### src/rtl/axi_burst_seq.sv
// AXI-style burst address sequencer: accepts one command, emits one address per beat.
// Optional legality checking is enabled by defining AXI_BURST_SEQ_ERR_EN.
module axi_burst_seq #(
    parameter int unsigned AW  = 12,
    parameter int unsigned IDW = 4
) (
    input  logic           clk,
    input  logic           rstn,
    input  logic           s_valid,
    output logic           s_ready,
    input  logic [AW-1:0]  s_addr,
    input  logic [IDW-1:0] s_id,
    input  logic [7:0]     s_len,
    input  logic [2:0]     s_size,
    input  logic [1:0]     s_burst,
    output logic           m_valid,
    input  logic           m_ready,
    output logic [AW-1:0]  m_addr,
    output logic [IDW-1:0] m_id,
    output logic           m_last,
    output logic [7:0]     m_beat,
    output logic           busy,
    output logic           err
);

    // Headroom for wrap windows up to 128 B * 256 beats plus carry out of AW.
    localparam int unsigned W = AW + 17;

    typedef enum logic [0:0] {StIdle, StBurst} state_e;

    state_e         state_q, state_d;
    logic [AW-1:0]  addr_q, addr_d;
    logic [IDW-1:0] id_q, id_d;
    logic [7:0]     len_q, len_d;
    logic [2:0]     size_q, size_d;
    logic [1:0]     burst_q, burst_d;
    logic [7:0]     beat_q, beat_d;

    logic [W-1:0]   bytes, addr_ext, aligned, incr, wsz, lower;
    logic [4:0]     lg;
    logic [AW-1:0]  next_addr;
    logic           cmd_err;

    function automatic logic [3:0] flog2(input logic [8:0] v);
        logic [3:0] r;
        r = 4'd0;
        for (int i = 0; i < 9; i++) begin
            if (v[i]) r = i[3:0];
        end
        return r;
    endfunction

    // Next beat address from the latched command.
    always_comb begin
        bytes    = W'(1) << size_q;
        addr_ext = W'(addr_q);
        aligned  = addr_ext & ~(bytes - W'(1));
        incr     = aligned + bytes;
        wsz      = bytes * (W'(len_q) + W'(1));
        lg       = 5'(size_q) + 5'(flog2(9'(len_q) + 9'd1));
        lower    = addr_ext & ~((W'(1) << lg) - W'(1));
        case (burst_q)
            2'b00:   next_addr = addr_q;
            2'b10:   next_addr = (incr >= lower + wsz) ? lower[AW-1:0] : incr[AW-1:0];
            default: next_addr = incr[AW-1:0];
        endcase
    end

    always_comb begin
        state_d = state_q;
        addr_d  = addr_q;
        id_d    = id_q;
        len_d   = len_q;
        size_d  = size_q;
        burst_d = burst_q;
        beat_d  = beat_q;
        unique case (state_q)
            StIdle: begin
                if (s_valid) begin
                    addr_d  = s_addr;
                    id_d    = s_id;
                    len_d   = s_len;
                    size_d  = s_size;
                    burst_d = s_burst;
                    beat_d  = 8'd0;
                    state_d = StBurst;
                end
            end
            StBurst: begin
                if (m_ready) begin
                    if (beat_q == len_q) begin
                        state_d = StIdle;
                    end else begin
                        beat_d = beat_q + 8'd1;
                        addr_d = next_addr;
                    end
                end
            end
            default: state_d = StIdle;
        endcase
    end

    always_ff @(posedge clk or negedge rstn) begin
        if (!rstn) begin
            state_q <= StIdle;
            addr_q  <= '0;
            id_q    <= '0;
            len_q   <= '0;
            size_q  <= '0;
            burst_q <= '0;
            beat_q  <= '0;
        end else begin
            state_q <= state_d;
            addr_q  <= addr_d;
            id_q    <= id_d;
            len_q   <= len_d;
            size_q  <= size_d;
            burst_q <= burst_d;
            beat_q  <= beat_d;
        end
    end

    assign s_ready = (state_q == StIdle);
    assign m_valid = (state_q == StBurst);
    assign busy    = m_valid;
    assign m_addr  = addr_q;
    assign m_id    = id_q;
    assign m_beat  = beat_q;
    assign m_last  = m_valid && (beat_q == len_q);

`ifdef AXI_BURST_SEQ_ERR_EN
    logic [W-1:0] s_bytes, s_start, s_end;
    logic         err_q;

    // Command legality evaluated on the incoming fields at accept time.
    always_comb begin
        s_bytes = W'(1) << s_size;
        s_start = W'(s_addr) & ~(s_bytes - W'(1));
        s_end   = s_start + s_bytes * (W'(s_len) + W'(1)) - W'(1);
        cmd_err = (s_burst == 2'b11)
               || ((s_burst == 2'b10) && (s_len != 8'd1) && (s_len != 8'd3)
                   && (s_len != 8'd7) && (s_len != 8'd15))
               || ((AW > 12) && (s_burst == 2'b01) && ((s_start >> 12) != (s_end >> 12)));
    end

    always_ff @(posedge clk or negedge rstn) begin
        if (!rstn) begin
            err_q <= 1'b0;
        end else if (state_q == StIdle && s_valid) begin
            err_q <= cmd_err;
        end
    end

    assign err = err_q;
`else
    assign cmd_err = 1'b0;
    assign err     = cmd_err;
`endif

endmodule

### config.mk
export PLATFORM = sky130hd
export DESIGN_NAME = axi_burst_seq
export DESIGN_NICKNAME = d
export VERILOG_FILES = /design/src/rtl/axi_burst_seq.sv
export SDC_FILE = /design/constraint.sdc
export NUM_CORES = 1
export LEC_CHECK = 0
export CELL_PAD_IN_SITES_DETAIL_PLACEMENT = 1
export CELL_PAD_IN_SITES_GLOBAL_PLACEMENT = 2
export CORE_ASPECT_RATIO = 1.4
export CORE_MARGIN = 5
export CORE_UTILIZATION = 37
export CTS_BUF_LIST = sky130_fd_sc_hd__clkbuf_2
export DETAILED_ROUTE_END_ITERATION = 8
export GPL_TIMING_DRIVEN = 0
export PLACE_DENSITY_LB_ADDON = 0.25
export SYNTH_ARGS = -nofsm -noshare
export SYNTH_HDL_FRONTEND = slang
export SYNTH_SLANG_ARGS = --single-unit
### constraint.sdc
create_clock -name clk -period 8.3 [get_ports clk]
set_input_delay 1.66 -clock clk [delete_from_list [all_inputs] [get_ports clk]]
set_output_delay 1.66 -clock clk [all_outputs]
set_load 0.01 [all_outputs]
# Word level (Yosys, flattened, before mapping)
# Cells that the tools add are included.
[word_totals]
ff_bits = 38
in_bits = 33
output_inout_bits = 29
elab_cells = 57
[op_classes]
addsub = 8
n_mul = 1
n_lt_le_gt_ge = 1
eq_ne = 6
n_shift = 2
mux = 22
bitwise_logic = 5
n_reduce_logical = 5
[ops]
columns = ["cell", "count"]
rows = [
  ["$add A29 B29 Y29", 2],
  ["$and A12 B29 Y29", 2],
  ["$not A29 Y29", 2],
  ["$sub A29 B1 Y29 const B", 2],
  ["$mux W12", 4],
  ["$pmux W12 S2", 2],
  ["$ge A29 B29 Y1", 1],
  ["$mul A29 B9 Y29", 1],
  ["$shl A1 B3 Y29 const A", 1],
  ["$shl A1 B5 Y29 const A", 1],
  ["$mux W8", 3],
  ["$mux W4", 5],
  ["$add A8 B1 Y9 const B", 2],
  ["$pmux W8 S2", 1],
  ["$add A8 B1 Y8 const B", 1],
  ["$eq A8 B8 Y1", 1],
  ["$ne A2 B2 Y1 const B", 4],
  ["$add A3 B4 Y5", 1],
  ["$mux W1", 4],
  ["$mux W2", 2],
  ["$reduce_and A4 Y1", 1],
  ["$reduce_and A3 Y1", 1],
  ["$eq A2 B2 Y1 const B", 1],
  ["$logic_not A2 Y1", 1],
  ["other kinds (4)", 4],
]

# Depth between registers and ports, before layout
# Gate-level depths: netlist of the first run.
[logic_depth]
depth_word = 21
mapped_depth = 37
mapped_depth_nobuf = 35

# Worst setup path before layout of the first run
# No wires, ideal clock.
[synth_path]
path_kind = "register to register"
from = "reg len_q[0]"
to = "reg addr_q[9] (netlist: m_addr[9])"
setup_time_ns = 0.104
arrival_time_ns = 7.116
t_required_ns = 8.196
path_slack_ns = 1.081
path_stages_with_launch = 37
n_path_buf = 3
synth_period_minus_slack_ns = 7.219
path_cell_list = "dfrtp_1 -> clkbuf_1 -> nand3_1 -> nor2_1 -> xor2_1 -> nor2_1 -> a21o_1 -> inv_1 -> ha_1 -> a21o_1 -> a21oi_1 -> xnor2_1 -> nor2b_1 -> nand4_1 -> ha_1 -> clkbuf_1 -> nor4b_1 -> mux2_2 -> a221oi_1 -> fa_1 -> ha_1 -> o21ai_0 -> nor2_1 -> o21a_1 -> nor2_1 -> o21bai_1 -> a21oi_1 -> xor2_1 -> ha_1 -> a21oi_1 -> o21ai_0 -> a2111oi_0 -> a21oi_1 -> nor4b_4 -> buf_6 -> mux2i_1 -> a221oi_1"
[synth_via]
elab_chain_len = 21
elab_cells_between_ends = 26
classes_between = "add/sub (5); mul (1); order compare (1); eq/ne (2); shift (1); mux (13); bitwise (2); reduce/logical (1)"
[synth_lines]
columns = ["item", "line_no", "source"]
rows = [
  ["start, declared", "34", "logic [7:0] len_q, len_d;"],
  ["start signal, assigned", "116", "len_q <= len_d;"],
  ["$add A8 B1 Y9", "59, 60", ""],
  ["$mux W1", "48", "if (v[i]) r = i[3:0];"],
  ["$mux W2 (2 in series)", "48", ""],
  ["$mux W4 (5 in series)", "48", ""],
  ["$add A3 B4 Y5", "60", "lg = 5'(size_q) + 5'(flog2(9'(len_q) + 9'd1));"],
  ["$shl A1 B5 Y29", "61", "lower = addr_ext & ~((W'(1) << lg) - W'(1));"],
  ["$sub A29 B1 Y29", "61", ""],
  ["$not A29 Y29", "61", ""],
  ["$and A12 B29 Y29", "61", ""],
  ["$add A29 B29 Y29", "64", "2'b10: next_addr = (incr >= lower + wsz) ? lower[AW-1:0] : incr[AW-1:0];"],
  ["$ge A29 B29 Y1", "64", ""],
  ["$mux W12", "64", ""],
  ["$pmux W12 S2", "62", "case (burst_q)"],
  ["$mux W12", "91", "if (beat_q == len_q) begin"],
  ["$mux W12", "90", "if (m_ready) begin"],
  ["$pmux W12 S2", "77", "unique case (state_q)"],
  ["end signal, assigned", "114", "addr_q <= addr_d;"],
  ["end, declared", "32", "logic [AW-1:0] addr_q, addr_d;"],
]
# Several ways; a longest one is shown, not always the timed one. The select of a mux whose other input is x is not followed.
# A chain may end at the register's enable or synchronous reset.

# Final worst setup path of the first run
[layout_path]
from = "reg len_q[0]"
to = "reg addr_q[1] (netlist: m_addr[1])"
# Same word-level chain as after synthesis.

==> results of run 1 <==
[cells in the final DEF (no fill, tap or decap), drive strengths merged, types with 8 or more instances in the layout]
cell type | synthesis | layout
a21o | 8 | 8
a21oi | 26 | 26
a221oi | 10 | 10
and2 | 11 | 11
and3 | 12 | 12
buf | 15 | 31
clkbuf | 18 | 22
clkdlybuf4s50 | 0 | 59
dfrtp | 38 | 38
fa | 53 | 53
ha | 75 | 75
inv | 83 | 83
mux2 | 20 | 20
mux2i | 15 | 15
nand2 | 78 | 78
nand3 | 16 | 16
nor2 | 76 | 76
nor2b | 10 | 10
nor3 | 11 | 11
o21ai | 26 | 26
xnor2 | 24 | 24
xor2 | 20 | 20
[flip-flops by register name (all words and copies together), names as in the netlist]
register / count
busy: 1
size_q: 3
m_addr: 12
m_id: 4
burst_q: 2
len_q: 8
m_beat: 8
[area by class of cell]
cell class	count	area (um^2)	area share
multi-input combinational	588	5140	0.679
clock buffer	5	25.0	0.00330
buffer	31	153	0.0202
timing repair buffer	76	716	0.0945
sequential	38	952	0.126
inverter	84	315	0.0416
clock inverter	3	16.3	0.00215
tap	203	254	0.0335
[worst max path at each step]
stage | from | end | slack (ns) | depth (start not counted)
after CTS | len_q[0] | m_addr[1] | 0.003 | 36
after floorplan | len_q[0] | m_addr[9] | 1.08 | 36
after detailed placement | len_q[0] | m_addr[1] | -1.12 | 36
final | len_q[0] | m_addr[1] | 0.44 | 36
after global routing | len_q[0] | m_addr[4] | -0.09 | 37
after global placement | len_q[0] | m_addr[1] | -0.82 | 36
[metal layers]
layer  part of all wire  wire, um  up-vias
met3              0.018       365       36
met5                  0         0        -
met2               0.54     10900       88
li1                   -         -     2696
met4              0.045       915        0
met1               0.40      8170     2899
[through the flow]
stage                     hold slack (ns)  setup WS, ns  std cells
final                               0.547         0.444       1028
after global routing                0.584       -0.0872       1028
after CTS                           0.557       0.00276       1015
after detailed placement            0.506         -1.12       1006
after global placement              0.493        -0.822       1006
after floorplan                     0.505          1.08        743
[worst max-delay path: cells and delay by family (launching register included)]
| family | cells | cell delay, ns |
|---|---|---|
| buffers and inverters | 4 | 0.63 |
| AO/OA/AOI/OAI | 14 | 2.39 |
| AND/OR/NAND/NOR | 8 | 1.53 |
| flip-flops | 1 | 0.43 |
| multiplexers | 2 | 0.59 |
| XOR/XNOR | 3 | 0.59 |
| adder cells (fa/ha/maj) | 5 | 1.54 |
[logic make-up (layout without fill, tap and decap cells)]
logic type	count (synthesis)	in the layout	synth area share
simple gates	259	259	0.203
fa+ha+maj	128	128	0.316
compound gates	121	121	0.133
buf+inv	117	199	0.0740
xor+xnor	44	44	0.0633
flops	38	38	0.150
mux	35	35	0.0594
other cells	1	1	0.000593
[what timing repair did]
| action | in CTS | in global routing |
|---|---|---|
| endpoints found under the setup margin | 12 | 12 |
| gates resized for setup | 18 | 27 |
| pin swaps | 0 | 6 |
| buffers inserted | 2 | 14 |
==> reports/qor.csv, run 1 <==
stage,metric,value,unit
sta,min_period,7.86,ns
route,drt_pass1_iterations,4,
route,wl_per_cell,19.8,um
critical_path,ff2ff_setup_slack,0.44,ns
global_routing,grt_remaining_overflow,0,
layout,fin_area,0.00757,mm^2
floorplanning,die_area,0.0198,mm^2
critical_path,timing.rr.end,m_addr[1],
synthesis,synthCells,743,
sta,tns,0,ns
synthesis,async_reset_ff_frac,1.00,
clock_network,ctsHoldBuffers,0,
synthesis,synth_common_cells,"inv_1, nand2_1, nor2_1, ha_1, fa_1",
global_routing,grtUsageTotal,0.209,
clock_network,clock_latency,0.41,ns
clock_network,tritoncts,built,
critical_path,critPathKind,reg -> reg,
layout,diodes,0,
synthesis,ys.flop_type,dfrtp_1,
layout,drive_gt1_frac,0.124,
global_routing,grt_max_degree,39,
synthesis,synth_area,0.00632,mm^2
global_routing,antenna_found_initial,0,
layout,post-route-util,0.450,
clock_network,cts_buffers,5,
floorplanning,start_util,0.376,
sta,fin_skew,0.0129,ns
floorplanning,die_x,120,um
hold_path,min_path_cells,1,
clock_network,cts_sinks,38,
synthesis,synth.distinct_cells,72,
synthesis,synth.avg_cell_area,8.51,um^2
route,drt_iter0_drc,248,
clock_network,root_buffer,clkbuf_2,
floorplanning,io-pin-count,62,
synthesis,synthTopCellsByArea,"fa_1, dfrtp_1, ha_1, inv_1, nand2_1",
sta,max_freq,127,MHz
route,wirelength,20300,um
layout,fillers,2005,
sta,worstMarginPinSlew,0.955,ns
layout,areaGrowthSynthToFinish,19.8,%
placement,portBuffers,60,
critical_path,worst_path_max_delay_cell,fa_1,
synthesis,yosysTopAreaCell,fa_1,
synthesis,ys_ff_latch,38,
synthesis,synth_top_cell_area_share,0.168,
hold_path,min_to,m_id[3],
synthesis,synth_enable_flop_cells,0,
sta,slew_violations,0,
placement,dpl.hpwl,17000,um
critical_path,required,8.57,ns
route,drc_errors,0,
critical_path,path_common_cell,a21oi_1,
clock_network,cts_buffer_depth,2,
floorplanning,core_area,0.0168,mm^2
global_routing,grt_pass1_wl,32600,um
layout,nNetsFinal,985,
floorplanning,rows,56,
route,vias_per_cell,5.56,
synthesis,ys_warn_count,0,
placement,placed_cell_area,0.00717,mm^2
synthesis,syn_nets,904,
sta,hold_violations,0,
critical_path,start_kind,flip-flop,
global_routing,grt_pass1_vias,6281,
clock_network,htree_num_levels,2,
synthesis,post-synth-top-count-cell,inv_1,
sta,slew_headroom,0.360,
critical_path,timing.rr.start,len_q[0],
critical_path,worstPathMaxFanout,10,
route,final_antenna_net_count,0,
global_routing,grtUsageMet1,0.238,
sta,period_share,0.947,
route,vias,5719,
global_routing,met2_usage,0.394,
floorplanning,die_y,165,um
hold_path,hp-class,reg -> reg,
job,cap_violations,0,
critical_path,rr_worst_depth,36,
synthesis,seq_area_frac_synth,0.150,
sta,finalSetupViolCount,0,
critical_path,worst_ep_arrival_time,8.13,ns
status,status,finished clean,
critical_path,end_kind,flip-flop,
critical_path,cpPeakStageDelay,0.45,ns
global_routing,busiest_layer,met2,
placement,gp_congestion,0.898,
hold_path,min_from,m_id[3],
clock_network,clkTransAtPathRegs,0.21,ns
global_routing,grt_use_met3,0.0185,
Power of run 1 is left out: the tool's default activity adds up to more than one toggle a clock period on the data nets, which glitch-free logic cannot reach.
==> inputs of run 2 (changes only) <==
Settings changed: CORE_MARGIN 5 to unset.
==> reports/qor.csv, run 2 (synthesis gave the netlist of run 1 again) <==
stage,metric,value,unit,change
sta,max_freq,128,MHz,+0.84%
critical_path,worst_ep_arrival_time,8.20,ns,+0.07 ns
hold_path,min_from,m_id[2],,
critical_path,critPathKind,reg -> reg,,
critical_path,ff2ff_setup_slack,0.51,ns,+0.07 ns
sta,rsz0062_at_grt,false,,
floorplanning,die_x,112,um,-6.6%
layout,nNetsFinal,974,,-1.1%
global_routing,grtUsageTotal,0.255,,+0.0469
layout,fillers,1992,,-0.65%
sta,slew_violations,0,,unchanged
floorplanning,rows,56,,unchanged
global_routing,met2_usage,0.502,,+0.108
route,vias,5732,,+0.23%
sta,min_period,7.79,ns,-0.0653 ns
route,drt_iter0_drc,196,,-21%
sta,hold_violations,0,,unchanged
clock_network,cts_sinks,38,,unchanged
global_routing,grtUsageMet1,0.270,,+0.0311
status,status,finished clean,,
floorplanning,io-pin-count,62,,unchanged
sta,final.setup.worst_slack,0.509,ns,+0.0653 ns
critical_path,worstPathMaxFanout,10,,unchanged
clock_network,root_buffer,clkbuf_2,,
placement,dpl.hpwl,17900,um,+5.6%
critical_path,worst_path_max_delay_cell,fa_1,,
critical_path,worst_path_dominant_cell_family,adder cells,,
critical_path,rr_worst_depth,26,,-28%
sta,period_share,0.939,,-0.00787
layout,mostFrequentLayoutCells,"inv_1, nand2_1, nor2_1, ha_1, clkdlybuf4s50_1",,
critical_path,worst-path-buf-inv,7,,+3
critical_path,start_kind,flip-flop,,
floorplanning,start_util,0.377,,+0.00157
clock_network,cts_buffer_depth,2,,unchanged
critical_path,cp-startpoint,size_q[0],,
layout,diodes,0,,unchanged
critical_path,cp.depth,26,,-28%
critical_path,cpPeakStageDelay,0.61,ns,+0.16 ns
global_routing,busiest_layer,met2,,
clock_network,ctsHoldBuffers,0,,unchanged
route,drc_errors,0,,unchanged
global_routing,grt_remaining_overflow,0,,unchanged
floorplanning,die_area,0.0176,mm^2,-11%
critical_path,end_kind,flip-flop,,
critical_path,timing.rr.start,size_q[0],,
layout,largest_reg_flops,12,,unchanged
clock_network,clock_latency,0.53,ns,+0.12 ns
clock_network,cts_buffers,5,,unchanged
layout,final_common_cell,inv_1,,
sta,slew_headroom,0.241,,-0.119
critical_path,timing.rr.end,m_addr[9],,
route,drt_pass1_iterations,4,,unchanged
hold_path,hp-class,reg -> reg,,
route,wl_per_cell,21.2,um,+7.0%
clock_network,tritoncts,built,,
critical_path,path_common_cell,fa_1,,
critical_path,required,8.71,ns,+0.14 ns
floorplanning,core_area,0.0167,mm^2,-0.42%
route,final_antenna_net_count,0,,unchanged
layout,areaGrowthSynthToFinish,18.7,%,
route,wirelength,21500,um,+5.9%
sta,worstMarginPinSlew,1.13,ns,+0.176 ns
route,vias_per_cell,5.64,,+1.3%
global_routing,grt_pass1_vias,6365,,+1.3%
clock_network,clkTransAtPathRegs,0.30,ns,+0.09 ns
sta,finalSetupViolCount,0,,unchanged
sta,fin_skew,0.0558,ns,+0.0429 ns
job,cap_violations,0,,unchanged
floorplanning,die_y,157,um,-4.9%
global_routing,grt_use_met3,0.0256,,+0.00706
global_routing,grt_pass1_wl,33900,um,+3.9%
placement,portBuffers,60,,unchanged
global_routing,grt_max_degree,30,,-23%
layout,drive_gt1_frac,0.108,,-0.0155
placement,dp_slack,-0.732,ns,+0.392 ns
clock_network,htree_num_levels,2,,unchanged
sta,tns,0,ns,unchanged
global_routing,antenna_found_initial,0,,unchanged
critical_path,crit_end,m_addr[9],,
placement,gp_congestion,0.903,,+0.61%
==> run 2: timing repair <==
action	in CTS	in global routing
pin swaps	0	1
gates resized for setup	14	26
gates cloned	0	0
setup buffers	1	2
endpoints found under the setup margin	12	12
==> run 2: metrics by stage <==
step,area [um^2],cells,hold WS (ns),util
3_3_place_gp,7180,1006,0.497,0.428
2_1_floorplan,6320,743,0.505,-
5_1_grt,7500,1017,0.574,0.448
6_report,7500,1017,0.543,0.448
3_5_place_dp,7200,1008,0.503,0.430
4_1_cts,7350,1016,0.555,0.439
==> run 2: layer usage <==
| layer | up-vias | share of wire |
|---|---|---|
| met2 | 139 | 0.55 |
| met4 | 0 | 0.049 |
| met5 | - | 0 |
| li1 | 2661 | - |
| met1 | 2892 | 0.38 |
| met3 | 40 | 0.024 |
==> run 2: area by class of cell <==
type / count / area [um^2] / area share
plain buffers: 31 / 153 / 0.0204
clock buffers: 5 / 25.0 / 0.00334
clock inverters: 3 / 40.0 / 0.00534
inverters: 84 / 315 / 0.0420
multi-input cells: 588 / 5120 / 0.682
flip-flops and latches: 38 / 952 / 0.127
well taps: 203 / 254 / 0.0339
repair buffers: 65 / 646 / 0.0861
==> run 2: how the worst min path moves through the flow <==
stage                 end  slack, ns  cells after the start
2_1_floorplan  burst_q[1]       0.50                      1
3_3_place_gp      m_id[2]       0.50                      1
3_5_place_dp      m_id[1]       0.50                      1
4_1_cts           m_id[2]       0.55                      1
5_1_grt           m_id[3]       0.57                      1
6_report          m_id[2]       0.54                      1
Power of run 2 is left out for the same reason.
==> inputs of run 3 (changes only) <==
Settings changed: CAP_MARGIN set to 40, CORE_MARGIN set to 2.
==> reports/qor.csv, run 3 (synthesis gave the netlist of run 1 again) <==
stage,metric,value,unit,change
status,status,finished clean,,
placement,portBuffers,60,,unchanged
sta,hold_violations,0,,unchanged
clock_network,clock_latency,0.49,ns,-0.04 ns
route,final_antenna_net_count,0,,unchanged
floorplanning,die_area,0.0182,mm^2,+3.1%
floorplanning,start_util,0.377,,unchanged
route,vias,5676,,-0.98%
layout,post-route-util,0.445,,-0.00329
sta,fin_skew,0.0498,ns,-0.00595 ns
global_routing,grt_pass1_vias,6236,,-2.0%
sta,slew_violations,0,,unchanged
layout,final_common_cell,inv_1,,
sta,finalSetupViolCount,0,,unchanged
sta,slew_headroom,0.408,,+0.166
critical_path,required,8.67,ns,-0.04 ns
route,drt_pass1_iterations,4,,unchanged
placement,dpl.hpwl,17900,um,-0.24%
route,wl_per_cell,21.0,um,-0.62%
floorplanning,die_y,159,um,+1.3%
hold_path,hp-class,reg -> reg,,
route,drc_errors,0,,unchanged
floorplanning,die_x,114,um,+1.8%
sta,max_freq,127,MHz,-0.92%
critical_path,path_common_cell,fa_1,,
placement,gp_congestion,0.904,,about the same
sta,worstMarginPinSlew,0.884,ns,-0.247 ns
critical_path,worst_path_dominant_cell_family,adder cells,,
clock_network,htree_num_levels,2,,unchanged
critical_path,end_kind,flip-flop,,
clock_network,cts_buffer_depth,2,,unchanged
clock_network,tritoncts,built,,
critical_path,worst-path-buf-inv,7,,unchanged
clock_network,cts_buffers,5,,unchanged
layout,largest_reg_flops,12,,unchanged
clock_network,cts_sinks,38,,unchanged
global_routing,grt_pass1_wl,33900,um,about the same
layout,drive_gt1_frac,0.109,,+0.000961
global_routing,grt_remaining_overflow,0,,unchanged
route,wirelength,21400,um,-0.42%
layout,diodes,0,,unchanged
job,cap_violations,0,,unchanged
layout,areaGrowthSynthToFinish,17.8,%,
clock_network,clkTransAtPathRegs,0.26,ns,-0.04 ns
critical_path,start_kind,flip-flop,,
critical_path,critPathKind,reg -> reg,,
route,drt_iter0_drc,186,,-5.1%
layout,mostFrequentLayoutCells,"inv_1, nand2_1, nor2_1, ha_1, clkdlybuf4s50_1",,
sta,min_period,7.86,ns,+0.0726 ns
placement,placed_cell_area,0.00721,mm^2,+0.14%
critical_path,worstPathMaxFanout,10,,unchanged
critical_path,worst_path_max_delay_cell,fa_1,,
global_routing,antenna_found_initial,0,,unchanged
floorplanning,io-pin-count,62,,unchanged
route,vias_per_cell,5.57,,-1.2%
global_routing,grtUsageTotal,0.247,,-0.00865
global_routing,grt_max_degree,29,,-3.3%
layout,nNetsFinal,977,,+0.31%
floorplanning,core_area,0.0167,mm^2,unchanged
layout,fillers,1962,,-1.5%
critical_path,cpPeakStageDelay,0.61,ns,about the same
clock_network,ctsHoldBuffers,0,,unchanged
sta,period_share,0.947,,+0.00875
clock_network,root_buffer,clkbuf_2,,
critical_path,worst_ep_arrival_time,8.23,ns,+0.03 ns
layout,fin_area,0.00745,mm^2,-0.73%
floorplanning,rows,56,,unchanged
[run 3: cell count changes in the layout (fill, tap and decap cells not counted), sizes merged]
cell    before  now
buf         21   24
bufinv       1    0
[run 3: final cells by class]
class,count,area [um^2],share of cell area
tap,203,254,0.0341
multi-input combinational,588,5070,0.681
buffer,31,153,0.0205
timing repair buffer,68,663,0.0891
sequential,38,952,0.128
clock buffer,5,25.0,0.00336
clock inverter,2,10.0,0.00134
inverter,84,315,0.0423
[run 3: path summary, 6_finish.rpt]
check                      slack, ns  depth (start not counted)      start        end
min in group asynchronous       0.99                          1       rstn    m_id[1]
setup / recovery                0.44                         26  size_q[1]  m_addr[3]
setup reg to reg                0.44                         26  size_q[1]  m_addr[3]
hold reg to reg                 0.55                          1    m_id[0]    m_id[0]
max in group asynchronous       6.78                          2       rstn  m_beat[4]
hold / removal                  0.55                          1    m_id[0]    m_id[0]
[run 3: per-stage QoR]
stage,cells,hold slack (ns),setup TNS (ns),setup WS [ns]
2_1_floorplan,743,0.505,0,1.08
3_3_place_gp,1006,0.496,-5.46,-0.527
3_5_place_dp,1010,0.501,-6.32,-0.640
4_1_cts,1018,0.558,0,0.0448
5_1_grt,1019,0.574,-0.00273,-0.00273
6_report,1019,0.549,0,0.436
[run 3: routing by layer]
layer | up-vias | global-route usage | routed length (um)
li1 | 2671 | - | -
met1 | 2822 | 0.276 | 8360
met2 | 131 | 0.453 | 11200
met3 | 52 | 0.0305 | 538
met4 | 0 | 0.132 | 1310
met5 | - | 0 | 0
[run 3: what timing repair did]
action | in CTS | in global routing
gates resized for setup | 14 | 21
gates cloned | 0 | 0
buffers inserted | 1 | 3
pin swaps | 1 | 1
endpoints found under the setup margin | 12 | 12
Power of run 3 is left out for the same reason.
